**config.mk**
```make
export PLATFORM = sky130hd
export DESIGN_NAME = mac_rx_buf_ctrl_flat
export DESIGN_NICKNAME = d
export VERILOG_FILES = /design/src/rtl/mac_rx_pkg.sv /design/src/rtl/mac_rx_buf_ctrl_if.sv /design/src/rtl/mac_rx_slot_fifo.sv /design/src/rtl/mac_rx_buf_ctrl.sv /design/src/flat_wrapper.sv
export SDC_FILE = /design/constraint.sdc
export NUM_CORES = 1
export LEC_CHECK = 0
export BUFFER_PORTS_ARGS = -buffer_cell sky130_fd_sc_hd__clkbuf_2
export CORE_ASPECT_RATIO = 1.5
export CORE_MARGIN = 2
export CORE_UTILIZATION = 44
export CTS_BUF_LIST = sky130_fd_sc_hd__clkbuf_4 sky130_fd_sc_hd__clkbuf_8
export DETAILED_ROUTE_END_ITERATION = 10
export PLACE_DENSITY = 0.9
export SETUP_SLACK_MARGIN = 0.3
export SYNTH_ARGS = -nofsm -noshare
export SYNTH_HDL_FRONTEND = slang
export SYNTH_SLANG_ARGS = --single-unit
```
**constraint.sdc**
```tcl
create_clock -name clk -period 2.2 [get_ports clk]
set_input_delay 0.22 -clock clk [delete_from_list [all_inputs] [get_ports clk]]
set_output_delay 0.22 -clock clk [all_outputs]
set_load 0.01 [all_outputs]
```
**src/rtl/mac_rx_pkg.sv**
```systemverilog
// Shared encodings and constants for the MAC receive-buffer controller.
package mac_rx_pkg;

    localparam logic [1:0] W_IDLE = 2'd0;
    localparam logic [1:0] W_HDR  = 2'd1;
    localparam logic [1:0] W_DATA = 2'd2;
    localparam logic [1:0] W_DROP = 2'd3;

    typedef enum logic [1:0] {
        SLOT_FREE = 2'd0,
        SLOT_FILL = 2'd1,
        SLOT_FULL = 2'd2,
        SLOT_READ = 2'd3
    } slot_state_t;

    localparam logic [47:0] BCAST_MAC       = 48'hFFFF_FFFF_FFFF;
    localparam int          MIN_LEN         = 14;
    localparam int          DEFAULT_MAX_LEN = 1518;

    // Unicast to us, broadcast, or group-addressed when multicast reception is on.
    function automatic logic dest_accepted(input logic [47:0] dest,
                                           input logic [47:0] local_addr,
                                           input logic        accept_mcast);
        return (dest == local_addr) || (dest == BCAST_MAC) || (dest[40] && accept_mcast);
    endfunction

endpackage

```
**src/rtl/mac_rx_buf_ctrl_if.sv**
```systemverilog
// Write side (MAC receive datapath) and read side (host reader) of the receive-buffer controller.
interface mac_rx_buf_ctrl_if #(
    parameter int SLOT_W = 1,
    parameter int LEN_W  = 11
);
    logic              wr_sof;
    logic              wr_hdr_valid;
    logic [47:0]       wr_dest_mac;
    logic              wr_eof;
    logic [LEN_W-1:0]  wr_len;
    logic              wr_fcs_ok;
    logic              wr_slot_en;
    logic [SLOT_W-1:0] wr_slot;

    logic              rd_valid;
    logic [SLOT_W-1:0] rd_slot;
    logic [LEN_W-1:0]  rd_len;
    logic              rd_ready;
    logic              rd_done;
    logic [SLOT_W-1:0] rd_done_slot;

    modport master (
        output wr_sof, wr_hdr_valid, wr_dest_mac, wr_eof, wr_len, wr_fcs_ok,
               rd_ready, rd_done, rd_done_slot,
        input  wr_slot_en, wr_slot, rd_valid, rd_slot, rd_len
    );

    modport slave (
        input  wr_sof, wr_hdr_valid, wr_dest_mac, wr_eof, wr_len, wr_fcs_ok,
               rd_ready, rd_done, rd_done_slot,
        output wr_slot_en, wr_slot, rd_valid, rd_slot, rd_len
    );
endinterface

```
**src/rtl/mac_rx_slot_fifo.sv**
```systemverilog
// In-order queue of committed {slot, len} entries; DEPTH must be a power of two.
module mac_rx_slot_fifo #(
    parameter int DEPTH  = 2,
    parameter int DATA_W = 12
) (
    input  logic              clk,
    input  logic              rst,
    input  logic              push,
    input  logic [DATA_W-1:0] push_data,
    input  logic              pop,
    output logic [DATA_W-1:0] head_data,
    output logic              full,
    output logic              empty
);
    localparam int PTR_W = (DEPTH > 1) ? $clog2(DEPTH) : 1;

    logic [DATA_W-1:0] mem [DEPTH];
    logic [PTR_W-1:0]  wr_ptr;
    logic [PTR_W-1:0]  rd_ptr;
    logic [PTR_W:0]    count;
    logic              do_push;
    logic              do_pop;

    assign full      = (count == (PTR_W+1)'(DEPTH));
    assign empty     = (count == '0);
    assign do_push   = push && !full;
    assign do_pop    = pop && !empty;
    assign head_data = mem[rd_ptr];

    always_ff @(posedge clk or negedge rst) begin
        if (!rst) begin
            wr_ptr <= '0;
            rd_ptr <= '0;
            count  <= '0;
            for (int i = 0; i < DEPTH; i++) begin
                mem[i] <= '0;
            end
        end else begin
            if (do_push) begin
                mem[wr_ptr] <= push_data;
                wr_ptr      <= wr_ptr + PTR_W'(1);
            end
            if (do_pop) begin
                rd_ptr <= rd_ptr + PTR_W'(1);
            end
            case ({do_push, do_pop})
                2'b10:   count <= count + (PTR_W+1)'(1);
                2'b01:   count <= count - (PTR_W+1)'(1);
                default: ;
            endcase
        end
    end

endmodule

```
**src/rtl/mac_rx_buf_ctrl.sv**
```systemverilog
// Receive-buffer controller: slot allocation, destination filtering, in-order ready queue.
// Statistics counters are built only when RX_STATS_EN is defined; otherwise cnt_* read 0.
module mac_rx_buf_ctrl
    import mac_rx_pkg::*;
#(
    parameter int NUM_SLOTS = 2,
    parameter int SLOT_W    = 1,
    parameter int LEN_W     = 11,
    parameter int MAX_LEN   = DEFAULT_MAX_LEN,
    parameter int CNT_W     = 16
) (
    input  logic             clk,
    input  logic             rst,
    input  logic             config_ready,
    input  logic [47:0]      local_mac,
    input  logic             accept_mcast,
    input  logic             stats_clr,
    mac_rx_buf_ctrl_if.slave bus,
    output logic [CNT_W-1:0] cnt_ok,
    output logic [CNT_W-1:0] cnt_nobuf,
    output logic [CNT_W-1:0] cnt_filt,
    output logic [CNT_W-1:0] cnt_err
);
    logic [1:0]        wstate_q;
    logic [1:0]        wstate_d;
    logic [SLOT_W-1:0] cur_slot_q;
    logic [SLOT_W-1:0] cur_slot_d;
    slot_state_t       slot_q [NUM_SLOTS];
    slot_state_t       slot_d [NUM_SLOTS];

    logic              free_found;
    logic [SLOT_W-1:0] free_idx;
    logic              in_frame;
    logic              len_ok;
    logic              free_cur;
    logic              commit_cur;
    logic              alloc;
    logic              inc_ok;
    logic              inc_nobuf;
    logic              inc_filt;
    logic              inc_err;

    logic                    fifo_push;
    logic                    fifo_pop;
    logic                    fifo_full;
    logic                    fifo_empty;
    logic [SLOT_W+LEN_W-1:0] fifo_head;
    logic [SLOT_W-1:0]       head_slot;
    logic [LEN_W-1:0]        head_len;

    assign in_frame = (wstate_q == W_HDR) || (wstate_q == W_DATA);
    assign len_ok   = (bus.wr_len >= LEN_W'(MIN_LEN)) && (bus.wr_len <= LEN_W'(MAX_LEN));

    // Descending scan so the lowest-index FREE slot wins; registered state only.
    always_comb begin
        free_found = 1'b0;
        free_idx   = '0;
        for (int i = NUM_SLOTS - 1; i >= 0; i--) begin
            if (slot_q[i] == SLOT_FREE) begin
                free_found = 1'b1;
                free_idx   = SLOT_W'(i);
            end
        end
    end

    always_comb begin
        wstate_d   = wstate_q;
        cur_slot_d = cur_slot_q;
        free_cur   = 1'b0;
        commit_cur = 1'b0;
        alloc      = 1'b0;
        inc_ok     = 1'b0;
        inc_nobuf  = 1'b0;
        inc_filt   = 1'b0;
        inc_err    = 1'b0;
        if (!config_ready) begin
            free_cur = in_frame;
            wstate_d = W_IDLE;
        end else if (bus.wr_sof) begin
            // A new sof outside W_IDLE means the previous eof was lost.
            inc_err  = (wstate_q != W_IDLE);
            free_cur = in_frame;
            if (free_found) begin
                alloc      = 1'b1;
                cur_slot_d = free_idx;
                wstate_d   = W_HDR;
            end else begin
                inc_nobuf = 1'b1;
                wstate_d  = W_DROP;
            end
        end else begin
            case (wstate_q)
                W_HDR: begin
                    if (bus.wr_eof) begin
                        free_cur = 1'b1;
                        inc_err  = 1'b1;
                        wstate_d = W_IDLE;
                    end else if (bus.wr_hdr_valid) begin
                        if (dest_accepted(bus.wr_dest_mac, local_mac, accept_mcast)) begin
                            wstate_d = W_DATA;
                        end else begin
                            free_cur = 1'b1;
                            inc_filt = 1'b1;
                            wstate_d = W_DROP;
                        end
                    end
                end
                W_DATA: begin
                    if (bus.wr_eof) begin
                        if (bus.wr_fcs_ok && len_ok) begin
                            commit_cur = 1'b1;
                            inc_ok     = 1'b1;
                        end else begin
                            free_cur = 1'b1;
                            inc_err  = 1'b1;
                        end
                        wstate_d = W_IDLE;
                    end
                end
                W_DROP: begin
                    if (bus.wr_eof) begin
                        wstate_d = W_IDLE;
                    end
                end
                default: ;
            endcase
        end
    end

    // Each source only touches a slot in one specific state, so at most one fires per slot.
    always_comb begin
        for (int i = 0; i < NUM_SLOTS; i++) begin
            slot_d[i] = slot_q[i];
            if (free_cur && (cur_slot_q == SLOT_W'(i))) begin
                slot_d[i] = SLOT_FREE;
            end
            if (commit_cur && (cur_slot_q == SLOT_W'(i))) begin
                slot_d[i] = SLOT_FULL;
            end
            if (alloc && (free_idx == SLOT_W'(i))) begin
                slot_d[i] = SLOT_FILL;
            end
            if (fifo_pop && (head_slot == SLOT_W'(i)) && (slot_q[i] == SLOT_FULL)) begin
                slot_d[i] = SLOT_READ;
            end
            if (bus.rd_done && (bus.rd_done_slot == SLOT_W'(i)) && (slot_q[i] == SLOT_READ)) begin
                slot_d[i] = SLOT_FREE;
            end
        end
    end

    always_ff @(posedge clk or negedge rst) begin
        if (!rst) begin
            wstate_q   <= W_IDLE;
            cur_slot_q <= '0;
            for (int i = 0; i < NUM_SLOTS; i++) begin
                slot_q[i] <= SLOT_FREE;
            end
        end else begin
            wstate_q   <= wstate_d;
            cur_slot_q <= cur_slot_d;
            for (int i = 0; i < NUM_SLOTS; i++) begin
                slot_q[i] <= slot_d[i];
            end
        end
    end

    // The committing slot is not yet queued, so the queue always has room for it.
    assign fifo_push = commit_cur && !fifo_full;
    assign fifo_pop  = !fifo_empty && bus.rd_ready;

    mac_rx_slot_fifo #(
        .DEPTH  (NUM_SLOTS),
        .DATA_W (SLOT_W + LEN_W)
    ) u_fifo (
        .clk       (clk),
        .rst       (rst),
        .push      (fifo_push),
        .push_data ({cur_slot_q, bus.wr_len}),
        .pop       (fifo_pop),
        .head_data (fifo_head),
        .full      (fifo_full),
        .empty     (fifo_empty)
    );

    assign {head_slot, head_len} = fifo_head;

    assign bus.rd_valid   = !fifo_empty;
    assign bus.rd_slot    = head_slot;
    assign bus.rd_len     = head_len;
    assign bus.wr_slot_en = in_frame;
    assign bus.wr_slot    = cur_slot_q;

`ifdef RX_STATS_EN
    logic [CNT_W-1:0] cnt_q [4];
    logic [3:0]       inc_vec;

    assign inc_vec = {inc_err, inc_filt, inc_nobuf, inc_ok};

    // Saturating counters; a clear beats a same-cycle increment.
    always_ff @(posedge clk or negedge rst) begin
        if (!rst) begin
            for (int i = 0; i < 4; i++) begin
                cnt_q[i] <= '0;
            end
        end else begin
            for (int i = 0; i < 4; i++) begin
                if (stats_clr) begin
                    cnt_q[i] <= '0;
                end else if (inc_vec[i] && (cnt_q[i] != '1)) begin
                    cnt_q[i] <= cnt_q[i] + CNT_W'(1);
                end
            end
        end
    end

    assign cnt_ok    = cnt_q[0];
    assign cnt_nobuf = cnt_q[1];
    assign cnt_filt  = cnt_q[2];
    assign cnt_err   = cnt_q[3];
`else
    logic unused_stats;
    assign unused_stats = ^{stats_clr, inc_ok, inc_nobuf, inc_filt, inc_err};

    assign cnt_ok    = '0;
    assign cnt_nobuf = '0;
    assign cnt_filt  = '0;
    assign cnt_err   = '0;
`endif

endmodule

```
**src/flat_wrapper.sv**
```systemverilog
// flat-port wrapper written by rule: the top's interface ports become plain ports
module mac_rx_buf_ctrl_flat import mac_rx_pkg::*;
#(
    parameter int NUM_SLOTS = 2,
    parameter int SLOT_W    = 1,
    parameter int LEN_W     = 11,
    parameter int MAX_LEN   = DEFAULT_MAX_LEN,
    parameter int CNT_W     = 16
)
  (clk, rst, config_ready, local_mac, accept_mcast, stats_clr, cnt_ok, cnt_nobuf, cnt_filt, cnt_err, bus_wr_sof, bus_wr_hdr_valid, bus_wr_dest_mac, bus_wr_eof, bus_wr_len, bus_wr_fcs_ok, bus_rd_ready, bus_rd_done, bus_rd_done_slot, bus_wr_slot_en, bus_wr_slot, bus_rd_valid, bus_rd_slot, bus_rd_len);
  mac_rx_buf_ctrl_if #(.SLOT_W(SLOT_W), .LEN_W(LEN_W)) bus_i ();
  input  logic clk;
  input  logic rst;
  input  logic config_ready;
  input  logic [47:0] local_mac;
  input  logic accept_mcast;
  input  logic stats_clr;
  output logic [CNT_W-1:0] cnt_ok;
  output logic [CNT_W-1:0] cnt_nobuf;
  output logic [CNT_W-1:0] cnt_filt;
  output logic [CNT_W-1:0] cnt_err;
  input wire logic [$bits(bus_i.wr_sof)-1:0] bus_wr_sof;
  input wire logic [$bits(bus_i.wr_hdr_valid)-1:0] bus_wr_hdr_valid;
  input wire logic [$bits(bus_i.wr_dest_mac)-1:0] bus_wr_dest_mac;
  input wire logic [$bits(bus_i.wr_eof)-1:0] bus_wr_eof;
  input wire logic [$bits(bus_i.wr_len)-1:0] bus_wr_len;
  input wire logic [$bits(bus_i.wr_fcs_ok)-1:0] bus_wr_fcs_ok;
  input wire logic [$bits(bus_i.rd_ready)-1:0] bus_rd_ready;
  input wire logic [$bits(bus_i.rd_done)-1:0] bus_rd_done;
  input wire logic [$bits(bus_i.rd_done_slot)-1:0] bus_rd_done_slot;
  output wire logic [$bits(bus_i.wr_slot_en)-1:0] bus_wr_slot_en;
  output wire logic [$bits(bus_i.wr_slot)-1:0] bus_wr_slot;
  output wire logic [$bits(bus_i.rd_valid)-1:0] bus_rd_valid;
  output wire logic [$bits(bus_i.rd_slot)-1:0] bus_rd_slot;
  output wire logic [$bits(bus_i.rd_len)-1:0] bus_rd_len;
  assign bus_i.wr_sof = bus_wr_sof;
  assign bus_i.wr_hdr_valid = bus_wr_hdr_valid;
  assign bus_i.wr_dest_mac = bus_wr_dest_mac;
  assign bus_i.wr_eof = bus_wr_eof;
  assign bus_i.wr_len = bus_wr_len;
  assign bus_i.wr_fcs_ok = bus_wr_fcs_ok;
  assign bus_i.rd_ready = bus_rd_ready;
  assign bus_i.rd_done = bus_rd_done;
  assign bus_i.rd_done_slot = bus_rd_done_slot;
  assign bus_wr_slot_en = bus_i.wr_slot_en;
  assign bus_wr_slot = bus_i.wr_slot;
  assign bus_rd_valid = bus_i.rd_valid;
  assign bus_rd_slot = bus_i.rd_slot;
  assign bus_rd_len = bus_i.rd_len;
  mac_rx_buf_ctrl #(.NUM_SLOTS(NUM_SLOTS), .SLOT_W(SLOT_W), .LEN_W(LEN_W), .MAX_LEN(MAX_LEN), .CNT_W(CNT_W)) u_core (.clk(clk), .rst(rst), .config_ready(config_ready), .local_mac(local_mac), .accept_mcast(accept_mcast), .stats_clr(stats_clr), .bus(bus_i), .cnt_ok(cnt_ok), .cnt_nobuf(cnt_nobuf), .cnt_filt(cnt_filt), .cnt_err(cnt_err));
endmodule
```
== Yosys cells after proc, flatten, opt, wreduce, memory -nomap -nowiden ==
Cells that the tools add are included.
W data, S select, Z words.

* Register bits after elaboration: 35
* Word-level logic and storage cells: 119

* Mux-type cells: 44
* Equality and inequality tests: 15
* Bitwise logic cells: 6
* Reduce and logical (&&, ||, !) cells: 36
* $lt $le $gt $ge: 5
* Add/sub/neg operators: 4

{| class="wikitable"
|+ Operators by type and width
! cell !! number
|-
| $eq A48 B48 Y1 || 1
|-
| $eq A48 B48 Y1 const B || 1
|-
| $mux W12 || 4
|-
| $mux W2 || 16
|-
| $bwmux W24 || 1
|-
| $logic_and A1 B1 Y1 || 22
|-
| $mux W1 || 19
|-
| $eq A2 B2 Y1 const B || 8
|-
| $demux W12 S1 || 1
|-
| $ge A11 B4 Y1 const B || 1
|-
| $le A11 B11 Y1 const B || 1
|-
| $reduce_bool A5 Y1 || 2
|-
| $ne A4 B2 Y1 const B || 2
|-
| $pmux W2 S2 || 2
|-
| $logic_not A2 Y1 || 3
|-
| $reduce_and A3 Y1 || 2
|-
| $ne A5 B5 Y1 const B || 1
|-
| $eq A2 B1 Y1 const B || 2
|-
| $ge A2 B2 Y1 const B || 2
|-
| $not A1 Y1 || 4
|-
| $not A1 Y2 || 2
|-
| $logic_or A1 B1 Y1 || 3
|-
| $add A1 B1 Y1 const B || 2
|-
| $add A2 B1 Y2 const B || 1
|-
| other kinds (6) || 7
|}

== Longest topological paths before layout ==
* Depth in word-level cells: 15
* Mapped depth: 8
* Gate-level depth less buffers: 8

== Cells and area by module ==
A second synthesis with hierarchy kept.

* Cells, all modules: 297
* Area, all modules: 3010.4 µm²

{| class="wikitable"
|+ Modules (own cells, without submodules)
! module !! instances !! cells each !! area an instance (µm²)
|-
| mac_rx_buf_ctrl || 1 || 216 || 1759.2
|-
| mac_rx_slot_fifo || 1 || 81 || 1251.2
|}

== Worst setup path after synthesis ==
OpenSTA, ideal clock, no wires.

* Path kind: input -> register
* Start point: in bus_wr_len[0]
* End point: reg u_core.u_fifo.mem[13] (netlist name)
* Cell stages on the path: 7
* Buffers on the path: 1
* Setup time: 0.125 ns
* Path slack: 0.202 ns
* Arrival time: 1.873 ns
* Cells stage by stage: a41o_1 a211oi_1 o2111ai_2 a21o_4 nor2_1 buf_4 mux2_2

* Cells in the longest elaborated chain, start to end: 10
* Elaborated cells between the ends (all ways): 11

{| class="wikitable"
|+ RTL lines
! element !! line !! text
|-
| start, declared || flat_wrapper.sv:26 || <nowiki>input wire logic [$bits(bus_i.wr_len)-1:0] bus_wr_len;</nowiki>
|-
| $ge A11 B4 Y1 / $le A11 B11 Y1 (equally long branches) || mac_rx_buf_ctrl.sv:52 || <nowiki>assign len_ok = (bus.wr_len >= LEN_W'(MIN_LEN)) && (bus.wr_len <= LEN_W'(MAX_LEN));</nowiki>
|-
| $logic_and A1 B1 Y1 * || mac_rx_buf_ctrl.sv:52 ||
|-
| $logic_and A1 B1 Y1 * || mac_rx_buf_ctrl.sv:110 || <nowiki>if (bus.wr_fcs_ok && len_ok) begin</nowiki>
|-
| $mux W1 * (4 in series) || -- ||
|-
| $mux W1 * || mac_rx_buf_ctrl.sv:76 || <nowiki>if (!config_ready) begin</nowiki>
|-
| $logic_and A1 B1 Y1 * || mac_rx_buf_ctrl.sv:169 || <nowiki>assign fifo_push = commit_cur && !fifo_full;</nowiki>
|-
| $logic_and A1 B1 Y1 * || mac_rx_slot_fifo.sv:26 || <nowiki>assign do_push = push && !full;</nowiki>
|-
| end signal, assigned by index || mac_rx_slot_fifo.sv:40 || <nowiki>mem[wr_ptr] <= push_data;</nowiki>
|-
| end, declared || mac_rx_slot_fifo.sv:17 || <nowiki>logic [DATA_W-1:0] mem [DEPTH];</nowiki>
|}

Every way passes the cells marked *; elsewhere a longest branch is shown, timed or not.
A chain may end at the register's enable or synchronous reset.

== Worst setup path after layout ==
* Start point: reg u_core.wstate_q[0]
* End point: reg u_core.u_fifo.mem[4] (netlist name)

* Cells in the longest elaborated chain, start to end: 6

{| class="wikitable"
|+ RTL lines
! element !! line !! text
|-
| start, declared || mac_rx_buf_ctrl.sv:24 || <nowiki>logic [1:0] wstate_q;</nowiki>
|-
| start signal, assigned || mac_rx_buf_ctrl.sv:160 || <nowiki>wstate_q <= wstate_d;</nowiki>
|-
| $eq A2 B2 Y1 || mac_rx_buf_ctrl.sv:92 || <nowiki>case (wstate_q)</nowiki>
|-
| $mux W1 (2 in series) || -- ||
|-
| $mux W1 || mac_rx_buf_ctrl.sv:76 ||
|-
| $logic_and A1 B1 Y1 || mac_rx_buf_ctrl.sv:169 ||
|-
| $logic_and A1 B1 Y1 || mac_rx_slot_fifo.sv:26 ||
|}

No other way between the ends.

==> flow_summary.toml <==
[clock_network]
path_clk_slew_ps = 70
clock_latency_ps = 300
cts_tree = "yes"
ctsHoldBuffers = 0
clockRootBuffer = "clkbuf_8"
clock_path_buffers = 2
htreeDepth = 2
cts_made_buffers = 5
cts.sinks = 35

[pwr]
vdd_ir_drop_max_mv = 0.3297
fin_total_pwr_w = 0.002482
pwr-share-seq_pct = 37.3
p_sw_share_pct = 35.60
p_per_area_mw_per_mm2 = 679.9
power_frac_comb_pct = 38.0
p_sw_w = 0.0008835
clkPwrFrac_pct = 24.7
p_int_w = 0.001598
leakage_nw = 1.992

[place]
place_congestion = 0.9560
dp_slack_ps = 48.18
io_buffers = 132
dp_hpwl_mm = 7.905

[run]
drv_cap = 0

[layout]
final_common_cell = "clkbuf_2"
layout.nets = 566
diodes = 0
drive_gt1_share_pct = 43.02
fillers = 580
seqCellArea_um2 = 875.8
multiInputGateArea_mm2 = 0.001805
areaGrowthSynthToFinish_pct = 24.02
most-common-layout-cells = "clkbuf_2, conb_1, xor2_1"

[global_route]
grt_pass1_vias = 2661
grt_pass1_wl_mm = 14.13
overflow = 0
antenna_found_initial = 0
gr-usage-all-layers_pct = 25.17
grt_max_degree = 36

[worst_setup_path]
max_stage_delay_ps = 420
crit_required_ps = 2380
endpoint_kind = "flop"
worstPathArrival_ps = 2020
path_buf_inv = 1
crit_family = "flip-flops"
cp_max_fo = 6
cp-start-kind = "flop"
path_class = "flop to flop"
crit_path_cell_trace = "inv_2, ha_4, o2111ai_4, a21o_4, or2_4, mux2_4"
cp_slowest_cell = "dfrtp_1"

[synthesis]
avgSynthCellArea_um2 = 9.712
ys_seq_area_share_pct = 29.76
synth_cell_type_count = 38
async_flop_share_pct = 100.0
ys_warn_count = 0
ys_ff_latch = 35
ys.flop_type = "dfrtp_1"
synthCells = 303
synth_edf_count = 0
syn-cell-area_mm2 = 0.002943

[timing]
slew_violations = 0
fin_tns_setup_ps = 0
finClkSkew_ps = 5.652
hold_violations = 0
slew_headroom_pct = 41.08
setup_viol = 0
worst_pin_slew_ps = 883.8
worst_slack_ps = 355.8
fin_crit_sh_pct = 83.83
finalCriticalPeriod_ps = 1844
fmax_mhz = 542.3
grt_setup_unrepaired = "false"

[route]
vias = 2641
drc_errors = 0
firstDrtPassIters = 4
drt-initial-drc-count = 221
vias_per_cell = 5.079
wire_per_inst_um = 18.13
wirelength_mm = 9.430
final_antenna_net_count = 0

[floorplan]
num_rows = 36
fp.dieW_um = 70.78
die_height_um = 104.2
initial_utilization_pct = 45.37
ioPinCount = 198
core_mm2 = 0.006486
die-area_mm2 = 0.007372

[status]
status = "complete, no violations"

[hold_path]
hp-class = "input pin to asynchronous set/reset pin"
area by class of cell:
class	count	share of cell area, %
Clock buffer	6	2.263
Clock inverter	2	0.9599
Inverter	14	1.440
Multi-Input combinational cell	251	49.47
Sequential cell	35	24.00
Tap cell	76	2.605
Timing Repair Buffer	136	19.27
power groups by stage:
stage,Combinational (W),Sequential [W],Clock (W)
CTS,0.000938,0.000919,0.000625
finish,0.000944,0.000925,0.000613
detailed placement,0.000912,0.000928,0
global placement,0.000879,0.000913,0
global route,0.00102,0.000942,0.000640
floorplan,0.000648,0.000902,0
kinds of logic (layout without fill, tap and decap cells):
kind of cell	count (synthesis)	in the layout	share of synthesized area [%]
AOI/OAI and AO/OA	31	31	7.440
xor gates and xnor gates	53	53	15.77
adders and majority gates	4	4	1.701
buffers and inverters	81	158	18.88
DFF	35	35	29.76
muxes	35	35	14.54
other	1	64	0.1274
and+or+nand+nor	63	64	11.78
final timing paths:
path / startpoint / end / slack, ps / depth (start not counted)
max: u_core.wstate_q[0] / u_core.u_fifo.mem[4] / 360 / 6
min: rst / u_core.u_fifo.mem[2] / 30 / 1
max reg2reg: u_core.wstate_q[0] / u_core.u_fifo.mem[4] / 360 / 6
min reg2reg: u_core.u_fifo.mem[14] / u_core.u_fifo.mem[14] / 510 / 1
max in group asynchronous: rst / u_core.u_fifo.mem[4] / 1610 / 1
min in group clk: bus_wr_len[3] / u_core.u_fifo.mem[3] / 200 / 2
per-stage QoR:
step | util (%) | hold slack (ps) | std cells | instance area, um^2
finish | 56.27 | 28.06 | 520 | 3650
global route | 56.27 | 107.4 | 520 | 3650
CTS | 56.10 | 53.95 | 520 | 3638
detailed placement | 53.67 | 379.7 | 510 | 3481
global placement | 53.67 | 356.6 | 510 | 3481
floorplan | - | -75.59 | 366 | 3193
cell usage after synthesis, types with 2 or more instances:
cell type	count	share of area, %
nor2_1	14	1.8
a21oi_1	5	0.85
dfrtp_1	35	30
a31oi_1	6	1.3
o31ai_1	2	0.51
mux2_2	26	9.9
nor3_1	2	0.34
nand4_1	15	3.2
buf_4	65	17
ha_1	4	1.7
nand3_1	4	0.68
xnor2_1	4	1.2
nor4_1	16	3.4
o21ai_0	7	1.2
nand2_1	5	0.64
xor2_1	49	15
o22ai_1	2	0.43
inv_1	14	1.8
mux2_4	9	4.6
sequential cells by signal, summed over array words and instances, names as in the netlist:
signal,count
u_core.u_fifo.mem,24
u_core.slot_q,4
u_core.u_fifo.count,2
u_core.wstate_q,2
u_core.bus.wr_slot,1
u_core.u_fifo.rd_ptr,1
u_core.u_fifo.wr_ptr,1
repair_timing:
action | 4_1_cts | 5_1_grt
pin swaps | 1 | 0
setup endpoints to repair | 23 | 25
resized for setup | 4 | 3
setup buffers | 1 | 0
gates cloned | 1 | 0
per-layer routing:
metal / routed length, um / vias up / GRT usage (%)
met3: 1013 / 12 / 6.008
met2: 4701 / 178 / 44.06
met5: 0 / - / 0
met1: 3531 / 1230 / 29.83
met4: 183 / 0 / 7.951
li1: - / 1221 / -
worst register-to-register path: stages, from the launching register on:
cell,delay (ps)
dfrtp_1,420
inv_2,100
ha_4,160
o2111ai_4,150
a21o_4,250
or2_4,320
mux2_4,330
(Power assumes the default switching activity.)
